## src/rtl/pl_pipe_chain.sv

```systemverilog
// -----------------------------------------------------------------------------
// pl_pipe_chain
//   A chain of DEPTH valid/data stages, stage 0 youngest and stage DEPTH-1
//   oldest. Stages collapse holes: a younger entry moves into an empty (or
//   killed) slot ahead of it even while the output is back-pressured.
//   stall freezes every stage, bubble inserts a hole at stage 0, and
//   flush_mask kills selected stages at the coming edge.
//
// Handshake: a beat moves across an interface on a rising clk edge exactly
//   when valid and ready are both high in the cycle before that edge. The
//   valid side never depends on the ready side of the same interface. Once
//   presented, out_valid/out_data are held until taken, except that stall
//   masks out_valid and flush_mask may retract an entry.
//
// Ports
//   clk         sole clock, rising edge
//   rst         asynchronous active-low reset
//   in_valid    upstream beat present          in_ready   stage 0 can take it
//   in_data     upstream payload (WIDTH)
//   out_valid   oldest stage holds live data   out_ready  downstream takes it
//   out_data    oldest stage payload (WIDTH)
//   stall       freezes all stages
//   bubble      loads a hole into stage 0 and holds off upstream
//   flush_mask  bit i kills the stage-i entry at the coming edge
//   valid_vec   registered per-stage valid bits
//   occupancy   population count of valid_vec
//   stat_xfer   output transfers (saturating)
//   stat_bubble idle cycles: out_ready=1, stall=0, out_valid=0 (saturating)
//
// Build option
//   PL_PIPE_CHAIN_STATS_EN  when defined, stat_xfer/stat_bubble count;
//                           otherwise both are tied to zero with no flops.
// -----------------------------------------------------------------------------
module pl_pipe_chain #(
  parameter  int WIDTH = 64,
  parameter  int DEPTH = 4,
  localparam int OCC_W = $clog2(DEPTH + 1)
) (
  input  logic             clk,
  input  logic             rst,
  input  logic             in_valid,
  output logic             in_ready,
  input  logic [WIDTH-1:0] in_data,
  output logic             out_valid,
  input  logic             out_ready,
  output logic [WIDTH-1:0] out_data,
  input  logic             stall,
  input  logic             bubble,
  input  logic [DEPTH-1:0] flush_mask,
  output logic [DEPTH-1:0] valid_vec,
  output logic [OCC_W-1:0] occupancy,
  output logic [31:0]      stat_xfer,
  output logic [31:0]      stat_bubble
);

  logic [DEPTH-1:0] v;
  logic [WIDTH-1:0] d [DEPTH];
  logic [DEPTH-1:0] live;
  logic [DEPTH:0]   acc;

  // acc[i]: stage i may be written this edge, because its own entry is
  // absent/killed or will itself move on. Built from a scalar running OR
  // so the vector never reads back its own bits.
  always_comb begin
    logic run;
    live = v & ~flush_mask;
    acc  = '0;
    run  = out_ready & ~stall;
    acc[DEPTH] = run;
    for (int i = DEPTH - 1; i >= 0; i--) begin
      run    = run | ~live[i];
      acc[i] = run;
    end
  end

  // rst gates in_ready so nothing looks acceptable while reset is held.
  assign in_ready  = rst & acc[0] & ~bubble & ~stall;
  assign out_valid = live[DEPTH-1] & ~stall;
  assign out_data  = d[DEPTH-1];
  assign valid_vec = v;

  always_comb begin
    occupancy = '0;
    for (int i = 0; i < DEPTH; i++) begin
      occupancy = occupancy + OCC_W'(v[i]);
    end
  end

  // Stage update. Flush wins over both hold and advance because every
  // path takes the valid bit from live[], never from raw v[].
  always_ff @(posedge clk or negedge rst) begin
    if (!rst) begin
      v <= '0;
      for (int i = 0; i < DEPTH; i++) begin
        d[i] <= '0;
      end
    end else if (stall) begin
      v <= live;
    end else begin
      for (int i = 1; i < DEPTH; i++) begin
        if (acc[i]) begin
          v[i] <= live[i-1];
          d[i] <= d[i-1];
        end else begin
          v[i] <= live[i];
        end
      end
      if (acc[0]) begin
        // bubble drops in_ready, so stage 0 takes a hole here
        v[0] <= in_valid & in_ready;
        d[0] <= in_data;
      end else begin
        v[0] <= live[0];
      end
    end
  end

`ifdef PL_PIPE_CHAIN_STATS_EN
  always_ff @(posedge clk or negedge rst) begin
    if (!rst) begin
      stat_xfer   <= '0;
      stat_bubble <= '0;
    end else begin
      if (out_valid && out_ready && (stat_xfer != 32'hFFFF_FFFF)) begin
        stat_xfer <= stat_xfer + 32'd1;
      end
      if (out_ready && !stall && !out_valid && (stat_bubble != 32'hFFFF_FFFF)) begin
        stat_bubble <= stat_bubble + 32'd1;
      end
    end
  end
`else
  assign stat_xfer   = '0;
  assign stat_bubble = '0;
`endif

endmodule
```

## config.mk

```make
export PLATFORM = sky130hd
export DESIGN_NAME = pl_pipe_chain
export DESIGN_NICKNAME = d
export VERILOG_FILES = /design/src/rtl/pl_pipe_chain.sv
export SDC_FILE = /design/constraint.sdc
export NUM_CORES = 1
export LEC_CHECK = 0
export CORE_ASPECT_RATIO = 0.8
export CORE_MARGIN = 3
export CORE_UTILIZATION = 50
export DETAILED_ROUTE_END_ITERATION = 10
export HOLD_SLACK_MARGIN = 0.02
export PLACE_DENSITY = 0.77
export SLEW_MARGIN = 10
export SYNTH_ARGS = -nofsm -noshare
export SYNTH_HDL_FRONTEND = slang
export SYNTH_SLANG_ARGS = --single-unit
```

## constraint.sdc

```tcl
create_clock -name clk -period 2.5 [get_ports clk]
set_input_delay 0.5 -clock clk [delete_from_list [all_inputs] [get_ports clk]]
set_output_delay 0.5 -clock clk [all_outputs]
set_load 0.01 [all_outputs]
```

# Word level (Yosys, flattened, before mapping)
# Cells that the tools add are included.
# classes
n_addsub	3
muxes	5
bitwise	18
n_reduce_logical	4
# ops
cell	n
AND reduction 2 bit	4
bitwise AND 1 bit	6
NOT 1 bit	6
bitwise AND 4 bit	1
two-way mux 1 bit	4
two-way mux 4 bit	1
NOT 4 bit	1
bitwise OR 1 bit	4
adder 2 x 1 -> 3 bit	1
adder 3 x 1 -> 3 bit	1
adder 1 x 1 -> 2 bit	1
# totals
reg_bits	260
input_bits	74
word_cells	35

# Logic depth before layout (Yosys ltp)
# Gate-level depths: netlist (run 1).
# logic_depth
word_depth	13
depth_mapped	5

# Worst setup path before layout (run 1)
# No wires, ideal clock.
# synth_timing
path_type	flip-flop to output port
start	register v[0] (netlist: valid_vec[0])
end	output occupancy[1]
arrival_ps	1503
setup_slack_ps	497
path_stages_with_launch	6
n_path_buf	0
path_cell_list	dfrtp_1 -> inv_1 -> fa_1 -> inv_1 -> ha_1 -> ha_1
# synth_between
elab_chain_cells	3
# synth_lines
item	line	text
start, declared	56	logic [DEPTH-1:0] v;
start signal, assigned	98	v <= live;
start signal, assigned by index	102	v[i] <= live[i-1];
start signal, assigned by index	105	v[i] <= live[i];
adder 1 x 1 -> 2 bit	85	occupancy = occupancy + OCC_W'(v[i]);
adder 2 x 1 -> 3 bit	85	
adder 3 x 1 -> 3 bit	85	
end, declared	51	output logic [OCC_W-1:0] occupancy,
# No other way between the ends.

# Worst setup path after layout (run 1)
# layout_timing
start	register v[3] (netlist: valid_vec[3])
end	output occupancy[1]
# layout_between
elab_chain_cells	1
# layout_lines
item	line
adder 3 x 1 -> 3 bit	85
# No other way between the ends.

==> results of run 1 <==
[critical path: cells and delay by family (launching register included)]
kind,cells,cell delay (ps)
flops,1,360
fa+ha+maj,3,930
buf+inv,3,210
[layout make-up]
type | count | area, sq um
flip-flops and latches | 260 | 6510
clock buffers | 29 | 671
well taps | 269 | 337
fillers | 1547 | 8170
multi-input cells | 343 | 3380
clock inverters | 16 | 191
repair buffers | 169 | 1720
inverters | 6 | 22.5
[cell families (layout without fill, tap and decap cells)]
logic type | Yosys count | count (layout) | synth area share
AOI/OAI and AO/OA | 7 | 7 | 0.00519
adders and majority gates | 3 | 3 | 0.00415
buffers and inverters | 162 | 220 | 0.116
DFF | 260 | 260 | 0.599
muxes | 256 | 256 | 0.266
other | 1 | 64 | 0.000345
and+or+nand+nor | 13 | 13 | 0.00922
[layer usage]
layer  vias to the layer above  global-route usage
met5                         -                   0
met4                         0              0.0311
met3                        26              0.0430
met2                       126               0.297
met1                      2845               0.209
li1                       2433                   -
[state kept, by name (all words and copies together), names as in the netlist]
register   count
d            192
out_data      64
valid_vec      4
[cell usage in the layout, fill, tap and decap left out, drive strengths merged, types with 3 or more instances in the layout]
cell / n
buf: 26
bufinv: 4
clkbuf: 30
clkdlybuf4s50: 141
clkinv: 8
clkinvlp: 3
conb: 64
dfrtp: 260
inv: 7
mux2: 256
nand2b: 3
o22ai: 3
[what timing repair did]
| action | CTS | global route |
|---|---|---|
| hold endpoints to repair | 6 | 0 |
| hold buffers | 1 | 0 |
| setup buffers | 2 | 0 |
| resized for setup | 13 | 10 |
| endpoints found under the setup margin | 4 | 3 |
| pin swaps | 0 | 2 |
[where the power goes]
group,internal (mW),total (mW),switching (mW)
registers,4.93,5.31,0.380
clock network,2.34,3.86,1.52
logic,1.14,1.82,0.679
total,8.40,11.0,2.58
[through the flow]
| step | setup slack (ps) | instances | area, sq um | setup TNS [ps] | total power [mW] |
|---|---|---|---|---|---|
| finish | 7.72 | 1092 | 12800 | 0 | 11.0 |
| global route | -61.8 | 1092 | 12800 | -61.8 | 11.5 |
| CTS | -87.3 | 1092 | 12800 | -87.3 | 11.2 |
| detailed placement | -251 | 1044 | 11900 | -251 | 7.23 |
| global placement | -245 | 1044 | 11900 | -245 | 7.10 |
| floorplan | 497 | 765 | 11100 | 0 | 6.64 |
[how the worst max path moves through the flow]
stage / endpoint / slack, ps / depth (start not counted)
after global placement: in_ready / -250 / 5
after detailed placement: in_ready / -250 / 5
after CTS: occupancy[1] / -90 / 6
final: occupancy[1] / 8 / 6
after floorplan: occupancy[1] / 500 / 5
after global routing: occupancy[1] / -60 / 6
==> metrics.md, run 1 <==
| Metric | Value |
|---|---|
| Number of synthesized flops with an enable pin | 0 |
| Synth warn | 0 |
| Clk slew on worst S/H paths | 60 ps |
| Prevailing post-synth register cell | dfrtp_1 |
| CORE AREA | 21,000 sq um |
| Slew Limit Fails | 0 |
| Crit Path Class | register to output pin |
| Status | complete, no violations |
| Rows | between 40 and 50 |
| Mean Syn Cell Area | about 15 sq um |
| Cell Pwr Density | 857 nW/um^2 |
| Largest net degree at the start of global routing | 75 |
| Post-DP HPWL | 13,300 um |
| Drt wl/cell | 18.0 um |
| CTS Root Cell | clkbuf_16 |
| IO Port Bufs | 146 |
| RSZ-0062 raised after global routing | yes |
| Startpoint Class | register |
| Reg2Reg Setup Slack | 540 ps |
| DR top layer | met4 |
| Share of cells above drive strength 1 | 0.411 |
| CTS H-Tree Depth | 1 |
| Die Span X | around 170 um |
| Total wire length | 19,700 um |
| Minimum clock period | 2490 ps |
| Most common cell in the synthesized netlist | dfrtp_1 |
| Global route overflow | 0 |
| Initial DRC Count | 176 |
| Placer Congestion | ~0.76 |
| Antenna cells | 0 |
| Pleak | around 5.5 nW |
| DRC | 0 |
| Post-synth cell types | 23 |
| CP max FO | 2 |
| Antenna viol nets, final | 0 |
| Worst-case hold slack | 386 ps |
| Setup Skew | 10.8 ps |
| Clk sinks | 260 |
| Tcrit/Tclk final | 0.997 |
| Full die area | 23,500 sq um |
| Peak supply drop | 0.000588 V |
| WL met3 | 1170 um |
| Area contributors post-synth | dfrtp_1 (60%), mux2_2 (27%), buf_4 (9.0%), buf_6 (2.2%), buf_2 (0.23%) |
| DR pass1 iterations | 4 |
| Die H | ~140 um |
| Ys async rst share | 1.00 |
| Routed length on met2 | 10,100 um |
| Final Hold Viols | 0 |
| TritonCTS Buffers | 25 |
| MaxCap Viol Count | 0 |
| Post-synth top cells | dfrtp_1 (260), mux2_2 (256), buf_4 (130) |
| Slew @ Worst Pin | 889 ps |
| Via count | 5,430 |
| P&R area growth vs syn | 18.2% |
| Cell accounting for the most synthesized area | dfrtp_1 |
| Max stage delay on crit path | about 550 ps |
| Setup violators final | 0 |
| Number of global-route vias before repair | about 6,000 |
| Worst min-delay path class | input port to async pin |
| Layout net count | 882 |
| Register bit total from synthesis | 260 |
| Worst-Skew Late Latency | 500 ps |
| Crit Reg-Reg Startpoint | valid_vec[1] |
| Share of the synthesized area in the top cell type | 0.599 |
| Initial antenna violation count | 0 |
| Slew HR | 0.407 |
| Bufs on Longest Clock Path | 3 |
| CP arrival | ~2000 ps |
| Post-synthesis cell count | 702 |
| Number of I/O pins | about 210 |
| Slowest CP cell | fa_1 |
| CP Cell Sequence | inv_2, fa_1, inv_2, ha_4, ha_4, buf_6 |
| Worst Path Required | approximately 2000 ps |
| CTS tree | built |
| Global Route Usage Sum | 0.167 |
| Vias per inst | 4.97 |
| Setup crit end kind | output pin |
| Part of the Yosys area used for sequential elements | 0.599 |
| Utilization after layout | 0.611 |
| Reg2reg path depth | 6 |
| Reg2Reg Capture Point | d[195] |
| FMAX | around 400 MHz |
| Starting Density | 0.517 |
| Launch point of the critical path | valid_vec[3] |
| Mapped cell area | 10,900 sq um |
| First-pass GRT wire length | 31,400 um |
| Met1 WL | 8130 um |
(Power assumes the default switching activity.)
==> run 2: changes to the inputs <==
--- a/config.mk
+++ b/config.mk
@@ -5,6 +5,7 @@
 export SDC_FILE = /design/constraint.sdc
 export NUM_CORES = 1
 export LEC_CHECK = 0
+export ABC_AREA = 1
 export CORE_ASPECT_RATIO = 0.8
 export CORE_MARGIN = 3
 export CORE_UTILIZATION = 50
==> run 2 against run 1 <==
- highest routed layer unchanged
- flip-flop and latch count unchanged
- critical path type unchanged
- clock power increased by 4%
- wire length increased by 12%
- non-clock buffer count decreased by 2
- critical path depth unchanged
- the run now ends with negative setup slack left
- sequential power decreased by 7.3%
- cell count increased by 45%
==> metrics.md, run 2 <==
| Metric | Value |
|---|---|
| Tcrit/Tclk final | 1.02 |
| Mapped cell area | 11,300 sq um |
| Final Non-Filler Cells | 1,582 |
| Most flop-heavy register | d |
| Hold Buf Count CTS | 0 |
| Die Span X | 174 um |
| Startpoint Class | register |
| Layout net count | ~1,300 |
| Critical Path Most Common Cell | ha_4 |
| Global route overflow | 0 |
| Slew @ Worst Pin | 816 ps |
| Mean Syn Cell Area | ~9.4 sq um |
| Peak supply drop | 0.000454 V |
| Dpl cells | approximately 1,500 |
| Routed length on met2 | between 10,000 and 15,000 um |
| FMAX | 393 MHz |
| CTS tree | built |
| Max stage delay on crit path | 490 ps |
| Post-synthesis cell count | 1,204 |
| DRC | 0 |
| Drt wl/cell | 14.0 um |
| Vias per inst | 4.69 |
| Number of synthesized flops with an enable pin | 0 |
| CTS H-Tree Depth | 1 |
| IO Port Bufs | 146 |
| Cell accounting for the most synthesized area | dfrtp_1 |
| Post-DP HPWL | 14,100 um |
| Ys async rst share | 1.00 |
| Antenna cells | 0 |
| Global Route Usage Sum | 0.181 |
| Initial antenna violation count | 0 |
| Leading cell types in the layout, fill and taps excluded | nand2_1 (394), dfrtp_1 (259), clkdlybuf4s50_1 (141) |
| Setup crit end kind | output pin |
| Placement Cell Area | 12,300 sq um |
| CP Cell Sequence | inv_1, fa_1, inv_2, ha_4, ha_4, buf_6 |
| Full die area | 24,500 sq um |
| First-pass GRT wire length | between 30,000 and 40,000 um |
| Fillcell total | 1,914 |
| Worst setup margin | -43.9 ps |
| Clk sinks | 260 |
| Share of the synthesized area in the top cell type | 0.573 |
| Status | complete, but fails checks |
| Pleak | 6.59 nW |
| Die H | 141 um |
| Starting Density | 0.518 |
| P&R area growth vs syn | 16.4% |
| Worst-Skew Late Latency | about 520 ps |
| Prevailing post-synth register cell | dfrtp_1 |
| Final Hold Viols | 0 |
| Clk slew on worst S/H paths | 70 ps |
| Largest net degree at the start of global routing | between 150 and 200 |
| WL met3 | 821 um |
| Setup violators final | 1 |
| Cell Pwr Density | 782 nW/um^2 |
| Post-synth cell types | 19 |
| Total wire length | 22,100 um |
| CORE AREA | 21,900 sq um |
| Via count | 7,413 |
| Bufs on Longest Clock Path | 3 |
| Rows | 48 |
| Register bit total from synthesis | 260 |
| Initial DRC Count | 376 |
| CP max FO | 2 |
| Number of I/O pins | 211 |
| Share of cells above drive strength 1 | 0.114 |
| Number of global-route vias before repair | 7,398 |
| Minimum clock period | around 2500 ps |
| MaxCap Viol Count | 0 |
| TritonCTS Buffers | 26 |
| Setup Skew | 13.2 ps |
| Post-synth top cells | nand2_1 (396), dfrtp_1 (260), buf_4 (135) |
| Slew Limit Fails | 0 |
| Synth warn | 0 |
| CTS Root Cell | clkbuf_16 |
| Slew HR | 0.456 |
| Worst Path Required | roughly 2000 ps |
| DR pass1 iterations | 5 |
| Crit Path Class | register to output pin |
| Antenna viol nets, final | 0 |
| Slowest CP cell | fa_1 |
| Largest register FFs | 192 |
| Part of the Yosys area used for sequential elements | 0.573 |
| Placer Congestion | between 0.8 and 0.9 |
| DR top layer | met4 |
| CP arrival | 2040 ps |
| Area contributors post-synth | dfrtp_1 (57%), nand2_1 (13%), buf_4 (8.9%), nand3_1 (5.7%), o21ai_2 (4.9%) |
| Met1 WL | 9210 um |
| Most common cell in the synthesized netlist | nand2_1 |
| Failing checks | negative setup slack |
| Overall Power | 10.3 mW |
| Place WS | -107 ps |
| RSZ-0062 raised after global routing | yes |
| Worst min-delay path class | input port to async pin |
| Most common cell after layout, fill and taps aside | nand2_1 |
| Design area | 13,200 sq um |
-- run 2: cell count changes in the layout (fill, tap and decap cells not counted), moves of 64 or more --
cell / delta
inv_1: +69
mux2_2: -256
nand2_1: +393
nand3_1: +128
o21ai_0: +64
o21ai_2: +64
-- run 2: path summary, 6_finish.rpt --
check / end / slack (ps) / startpoint / depth (start not counted)
max: occupancy[1] / -40 / valid_vec[3] / 6
min: d[199] / 120 / rst / 2
max reg2reg: d[199] / 470 / valid_vec[3] / 8
min reg2reg: out_data[24] / 470 / out_data[24] / 2
max in group asynchronous: valid_vec[2] / 1260 / rst / 3
min in group clk: valid_vec[0] / 400 / rst / 5
-- run 2: final cells by class --
cell class | count | area [sq um] | share of cell area
inverters | 76 | 288 | 0.0218
flip-flops and latches | 260 | 6510 | 0.493
clock inverters | 11 | 145 | 0.0110
repair buffers | 167 | 1720 | 0.130
well taps | 300 | 375 | 0.0284
multi-input cells | 733 | 3420 | 0.259
clock buffers | 35 | 756 | 0.0572
-- run 2: cells by family (layout without fill, tap and decap cells) --
kind of cell | count (synthesis) | after routing | share of synthesized area
and+or+nand+nor | 537 | 537 | 0.193
adders and majority gates | 3 | 3 | 0.00397
other | 1 | 64 | 0.000331
AOI/OAI and AO/OA | 129 | 129 | 0.0781
buffers and inverters | 274 | 289 | 0.151
DFF | 260 | 260 | 0.573
-- run 2: power by group --
part,internal (mW),total [mW],switching [mW]
sequential,4.69,4.92,0.227
combinational,0.641,1.40,0.754
clock,2.43,4.02,1.59
total,7.77,10.3,2.57
-- run 2: worst max-delay path: cells and delay by family, from the launching register on --
kind	cells	cell delay, ps
adders and majority gates	3	910
buffers and inverters	3	200
DFF	1	410
-- run 2: timing repair --
item                                    in CTS  in global routing
endpoints found under the setup margin       4                  3
buffers inserted                             0                  2
gates resized for setup                     21                  5
endpoints found under the hold margin        0                  0
pin swaps                                    3                  0
-- run 2: through the flow --
step                 util  hold slack [ps]  setup TNS [ps]
finish              0.602              116           -43.9
detailed placement  0.559              459           -1870
floorplan               -              204               0
global placement    0.559              453            -221
global route        0.602              161            -145
CTS                 0.602              124           -76.8
-- run 2: routing by layer --
layer  up-vias  track usage
met1      3482        0.232
li1       3723            -
met2       159        0.317
met3        49       0.0221
met5         -            0
met4         0       0.0677
